--- config.mk ---
export PLATFORM = sky130hd
export DESIGN_NAME = display_frame_sequencer
export DESIGN_NICKNAME = d
export VERILOG_FILES = /design/src/rtl/display_pkg.sv /design/src/rtl/display_frame_sequencer.sv
export SDC_FILE = /design/constraint.sdc
export NUM_CORES = 1
export LEC_CHECK = 0
export CAP_MARGIN = 20
export CORE_MARGIN = 2
export CORE_UTILIZATION = 30
export CTS_CLUSTER_DIAMETER = 200
export DETAILED_ROUTE_END_ITERATION = 8
export PLACE_DENSITY = 0.51
export SETUP_SLACK_MARGIN = 0.3
export SYNTH_ARGS = -nofsm -noshare
export SYNTH_HDL_FRONTEND = slang
export SYNTH_SLANG_ARGS = --single-unit
--- constraint.sdc ---
create_clock -name aclk -period 4.4 [get_ports aclk]
set_input_delay 0.88 -clock aclk [delete_from_list [all_inputs] [get_ports aclk]]
set_output_delay 0.88 -clock aclk [all_outputs]
set_load 0.05 [all_outputs]
--- src/rtl/display_pkg.sv ---
// Shared types and constants for the display frame sequencer.
package display_pkg;

  // Frame sequencer control states.
  typedef enum logic [1:0] {
    IDLE = 2'd0,
    CMD  = 2'd1,
    DATA = 2'd2,
    DONE = 2'd3
  } seq_state_e;

  localparam int unsigned BYTES_PER_PIXEL = 2;
  localparam int unsigned ADDR_W          = 32;
  localparam int unsigned LEN_W           = 8;
  localparam int unsigned PIX_DATA_W      = 16;

  // Unsigned minimum, used to clip the last burst of a frame.
  function automatic logic [31:0] min_u32(input logic [31:0] a, input logic [31:0] b);
    return (a < b) ? a : b;
  endfunction

endpackage

--- src/rtl/display_frame_sequencer.sv ---
// Display frame sequencer: fetches one framebuffer frame as a series of
// read bursts and streams the returned pixels to the display controller.
// Optional feature macro: FRAME_SEQ_DOUBLE_BUFFER_EN adds fb_addr1 and
// alternates frames between the two buffers.
module display_frame_sequencer
  import display_pkg::*;
#(
  parameter int unsigned DISP_W      = 480,
  parameter int unsigned DISP_H      = 320,
  parameter int unsigned BURST_BEATS = 64
) (
  input  logic                  aclk,
  input  logic                  resetn,
  input  logic                  start,
  input  logic [ADDR_W-1:0]     fb_addr0,
`ifdef FRAME_SEQ_DOUBLE_BUFFER_EN
  input  logic [ADDR_W-1:0]     fb_addr1,
`endif
  output logic                  busy,
  output logic                  frame_done,
  output logic                  m_cmd_valid,
  input  logic                  m_cmd_ready,
  output logic [ADDR_W-1:0]     m_cmd_addr,
  output logic [LEN_W-1:0]      m_cmd_len,
  input  logic                  s_mem_tvalid,
  output logic                  s_mem_tready,
  input  logic [PIX_DATA_W-1:0] s_mem_tdata,
  output logic                  m_axis_tvalid,
  input  logic                  m_axis_tready,
  output logic                  m_axis_tlast,
  output logic [PIX_DATA_W-1:0] m_axis_tdata
);

  localparam int unsigned TOTAL = DISP_W * DISP_H;
  localparam int unsigned PIX_W = $clog2(TOTAL + 1);

  seq_state_e        state_q, state_d;
  logic [PIX_W-1:0]  pix_q, pix_d;
  logic [LEN_W-1:0]  beat_q, beat_d;
  logic [LEN_W-1:0]  len_q, len_d;
  logic [ADDR_W-1:0] base_q, base_d;

  logic              busy_d;
  logic              done_d;
  logic              cmd_valid_d;
  logic [ADDR_W-1:0] cmd_addr_d;
  logic [LEN_W-1:0]  cmd_len_d;
  logic [31:0]       remaining;
  logic [LEN_W-1:0]  burst_len;

  logic              in_data;
  logic              beat_fire;
  logic              last_pix;

`ifdef FRAME_SEQ_DOUBLE_BUFFER_EN
  logic              sel_q, sel_d;
`endif

  assign in_data   = (state_q == DATA);
  assign last_pix  = (pix_q == PIX_W'(TOTAL - 1));
  assign beat_fire = m_axis_tvalid & m_axis_tready;

  // Pixel path: straight pass-through while a burst is being received.
  always_comb begin
    m_axis_tvalid = 1'b0;
    s_mem_tready  = 1'b0;
    m_axis_tdata  = '0;
    m_axis_tlast  = 1'b0;
    if (in_data) begin
      m_axis_tvalid = s_mem_tvalid;
      s_mem_tready  = m_axis_tready;
      m_axis_tdata  = s_mem_tdata;
      m_axis_tlast  = s_mem_tvalid & last_pix;
    end
  end

  // Next-state, counter and registered-output values.
  always_comb begin
    state_d     = state_q;
    pix_d       = pix_q;
    beat_d      = beat_q;
    len_d       = len_q;
    base_d      = base_q;
    busy_d      = 1'b0;
    done_d      = 1'b0;
    cmd_valid_d = 1'b0;
    cmd_addr_d  = '0;
    cmd_len_d   = '0;
    remaining   = '0;
    burst_len   = '0;
`ifdef FRAME_SEQ_DOUBLE_BUFFER_EN
    sel_d       = sel_q;
`endif

    case (state_q)
      IDLE: begin
        if (start) begin
`ifdef FRAME_SEQ_DOUBLE_BUFFER_EN
          base_d = sel_q ? fb_addr1 : fb_addr0;
`else
          base_d = fb_addr0;
`endif
          pix_d   = '0;
          beat_d  = '0;
          state_d = CMD;
        end
      end
      CMD: begin
        if (m_cmd_ready) begin
          beat_d  = '0;
          state_d = DATA;
        end
      end
      DATA: begin
        if (beat_fire) begin
          pix_d  = pix_q + PIX_W'(1);
          beat_d = beat_q + LEN_W'(1);
          if (last_pix) begin
            state_d = DONE;
          end else if ((beat_q + LEN_W'(1)) == len_q) begin
            state_d = CMD;
          end
        end
      end
      DONE: begin
        state_d = IDLE;
`ifdef FRAME_SEQ_DOUBLE_BUFFER_EN
        sel_d   = ~sel_q;
`endif
      end
      default: state_d = IDLE;
    endcase

    // Command fields are computed once on entry to CMD and then held.
    remaining = 32'(TOTAL) - 32'(pix_d);
    burst_len = LEN_W'(min_u32(32'(BURST_BEATS), remaining));
    if (state_d == CMD) begin
      cmd_valid_d = 1'b1;
      cmd_addr_d  = base_d + 32'(BYTES_PER_PIXEL) * 32'(pix_d);
      cmd_len_d   = burst_len;
      len_d       = burst_len;
    end

    busy_d = (state_d == CMD) || (state_d == DATA);
    done_d = (state_d == DONE);
  end

  // State, counters and registered outputs.
  always_ff @(posedge aclk) begin
    if (!resetn) begin
      state_q     <= IDLE;
      pix_q       <= '0;
      beat_q      <= '0;
      len_q       <= '0;
      base_q      <= '0;
      busy        <= 1'b0;
      frame_done  <= 1'b0;
      m_cmd_valid <= 1'b0;
      m_cmd_addr  <= '0;
      m_cmd_len   <= '0;
`ifdef FRAME_SEQ_DOUBLE_BUFFER_EN
      sel_q       <= 1'b0;
`endif
    end else begin
      state_q     <= state_d;
      pix_q       <= pix_d;
      beat_q      <= beat_d;
      len_q       <= len_d;
      base_q      <= base_d;
      busy        <= busy_d;
      frame_done  <= done_d;
      m_cmd_valid <= cmd_valid_d;
      m_cmd_addr  <= cmd_addr_d;
      m_cmd_len   <= cmd_len_d;
`ifdef FRAME_SEQ_DOUBLE_BUFFER_EN
      sel_q       <= sel_d;
`endif
    end
  end

endmodule

==> results.sh <==
export IMPL_synth_cells=686
export IMPL_worst_path_buf_inv=2
export IMPL_fmaxAchievable_ghz=0.254
export IMPL_cap_viol_max_count=0
export IMPL_cp_max_fo=18
export IMPL_cp_endpoint="m_axis_tlast"
export IMPL_synth_area_leaders="dfxtp_1 38%, and2_1 6.8%, nand2_1 5.9%"
export IMPL_antenna_diode_count=0
export IMPL_vdd_drop_max_v=0.000192
export IMPL_drv_slew=0
export IMPL_drc=0
export IMPL_reg2reg_to="m_cmd_addr[29]"
export IMPL_power_total_uw=2450
export IMPL_cp_slowest_stage_delay_ns=0.63
export IMPL_crit_arrival_ns=3.05
export IMPL_worstSetupEndpointType="primary output"
export IMPL_rsz0062_at_grt="yes"
export IMPL_clockBufferDepth=2
export IMPL_root_buffer="clkbuf_16"
export IMPL_tritoncts="done"
export IMPL_grt_use_total_pct=16.9
export IMPL_syn_nets=765
export IMPL_vias_per_cell=4.75
export IMPL_clkLatencyLatePin_ns=0.36
export IMPL_overflow=0
export IMPL_h_tree_depth=3
export IMPL_fp_dieH_um=143
export IMPL_dr_pass1_iters=5
export IMPL_post_route_min_period_ns=3.93
export IMPL_relSlewSlack_pct=54.8
export IMPL_num_vias=5405
export IMPL_clk_pin_slew_ns=0.08
export IMPL_synth_async_sr_flop_share_pct=0
export IMPL_r2r_slack_ns=0.58
export IMPL_grt_pass1_wl_mm=27.2
export IMPL_ys_dominant_reg_cell="dfxtp_1"
export IMPL_ctsHoldBuffers=0
export IMPL_core_area_mm2=0.0189
export IMPL_cts_made_buffers=9
export IMPL_cp_depth=6
export IMPL_status="complete, no violations"
export IMPL_dp_hpwl_mm=13.1
export IMPL_num_io_pins=116
export IMPL_min_period_over_period_pct=89.3
export IMPL_finalHoldViolCount=0
export IMPL_fin_util_pct=43.9
export IMPL_yosysUniqueCellTypes=67
export IMPL_r2r_start="state_q[1]"
export IMPL_synth_top_area_share_pct=38.2
export IMPL_io_buffer_count=115
export IMPL_clock_sinks=111
export IMPL_slowest_stage="dfxtp_1"
export IMPL_yosysSeqAreaShare_pct=38.2
export IMPL_start_util_pct=30.8
export IMPL_synth_area_mm2=0.00582
export IMPL_cp_start_kind="flip-flop"
export IMPL_die_w_um=143
export IMPL_die_area_mm2=0.0205
export IMPL_area_growth_pct=42.5
export IMPL_critPathRequiredTime_ns=3.52
export IMPL_p_leak_uw=0.00344
export IMPL_synth_edf_count=0
export IMPL_drive_above_1_share_pct=16.0
export IMPL_path_cells="nor2b_1 > buf_4 > nand2_1 > or4_1 > nor3_1 > buf_12"
export IMPL_power_density_mw_per_mm2=296
export IMPL_setup_viol_count_final=0
export IMPL_tns_ns=0
export IMPL_worstMarginPinSlew_ns=0.676
export IMPL_wl_per_cell_um=14.9
export IMPL_yosysTopAreaCell="dfxtp_1"
export IMPL_ys_ff_latch=111
export IMPL_grt_max_degree=66
export IMPL_nNetsFinal=953
export IMPL_routabilityCongestion=0.911
export IMPL_antenna_found_initial=0
export IMPL_yosys_warnings=0
export IMPL_hold_path_class="reg -> reg"
export IMPL_avgSynthCellArea_um2=8.48
export IMPL_drt_antenna_violating_nets=0
export IMPL_whs_ns=0.477
export IMPL_routed_wl_mm=17.0
export IMPL_crit_family="simple AND/OR/NAND/NOR gates"
export IMPL_rr_worst_depth=15
export IMPL_criticalPathCategory="reg -> out"
export IMPL_clock_skew_ns=0.00910
export IMPL_grt_pass1_vias=5393
export IMPL_n_fill_cell=1864
export IMPL_first_iter_violations=303
export IMPL_rows=50
export IMPL_startpoint="state_q[1]"
## cells by family (layout without fill, tap and decap cells)
family,count (synthesis),in the layout,share of synthesized area [%]
mux,25,25,4.45
xor+xnor,41,41,6.17
fa+ha+maj,25,25,5.51
simple gates,329,329,29.8
compound gates,109,109,12.6
other cells,1,1,0.0645
buf+inv,45,238,3.18
flops,111,111,38.2
## layer usage
layer  vias up  wire length [um]  global-route usage [%]
li1       2744                 -                       -
met1      2530              7880                    22.1
met2       113              8030                    28.1
met3        18               804                    3.19
met4         0               252                    5.16
met5         -                 0                       0
## power breakdown
group | total, uW | internal [uW] | switching [uW]
Clock | 922 | 534 | 388
Combinational | 465 | 198 | 267
Sequential | 1060 | 1050 | 18.1
## cells in the mapped netlist (all sizes together) (17+ instances only)
cell type / number
mux2i: 21
xor2: 23
nor3: 26
nand2: 91
clkbuf: 21
ha: 24
nor2: 47
xnor2: 18
o21ai: 17
dfxtp: 111
nor2b: 31
a21oi: 29
and2: 63
inv: 17
## repair_timing
action / in CTS / in global routing
pin swaps: 8 / 5
endpoints found under the setup margin: 11 / 7
gates resized for setup: 14 / 15
setup buffers: 6 / 0
gates cloned: 0 / 0
## tightest hold or removal path, cell delays in order, from the launching register on
cell	delay, ns
dfxtp_1	0.32
nand2_1	0.06
o31ai_1	0.05
## sequential cells by signal, summed over array words and instances (netlist names)
name and count:
frame_done 1, len_q 8, beat_q 8, base_q 32, m_cmd_addr 32, busy 1, m_cmd_valid 1, m_cmd_len 8
state_q 2, pix_q 18
## placed cells by master, fill, tap and decap left out, drive strengths merged, types with 14 or more instances in the layout
master | Yosys | final
nand2 | 91 | 91
inv | 17 | 18
nand3 | 15 | 15
ha | 24 | 24
dfxtp | 111 | 111
a21oi | 29 | 29
nor2 | 47 | 47
nor3 | 26 | 26
xor2 | 23 | 23
xnor2 | 18 | 18
clkdlybuf4s50 | 0 | 111
o21ai | 17 | 17
buf | 7 | 91
and2 | 63 | 63
nor2b | 31 | 31
mux2i | 21 | 21
nand4 | 14 | 14
## worst min path at each step
stage                           end  cells after the start  startpoint
final                      len_q[4]                      2    len_q[4]
after global placement    base_q[0]                      2   base_q[0]
after global routing       len_q[0]                      2    len_q[0]
after floorplan            len_q[0]                      2    len_q[0]
after CTS                  len_q[4]                      2    len_q[4]
after detailed placement  base_q[0]                      2   base_q[0]
## cell type report
| type | count | area (um^2) | share of cell area [%] |
|---|---|---|---|
| inverters | 17 | 63.8 | 0.770 |
| clock inverters | 4 | 76.3 | 0.920 |
| clock buffers | 12 | 256 | 3.09 |
| flip-flops and latches | 111 | 2220 | 26.8 |
| repair buffers | 205 | 1840 | 22.2 |
| multi-input cells | 530 | 3510 | 42.3 |
| well taps | 260 | 325 | 3.92 |
## stage by stage
step,setup WS [ns],instance area [um^2],cells
final,0.470,8290,1139
after global routing,0.284,8290,1139
after CTS,0.388,8220,1139
after detailed placement,-0.297,7820,1117
after global placement,-0.219,7820,1117
after floorplan,0.314,5830,686
Note: power is estimated with default switching activity, not from simulation.
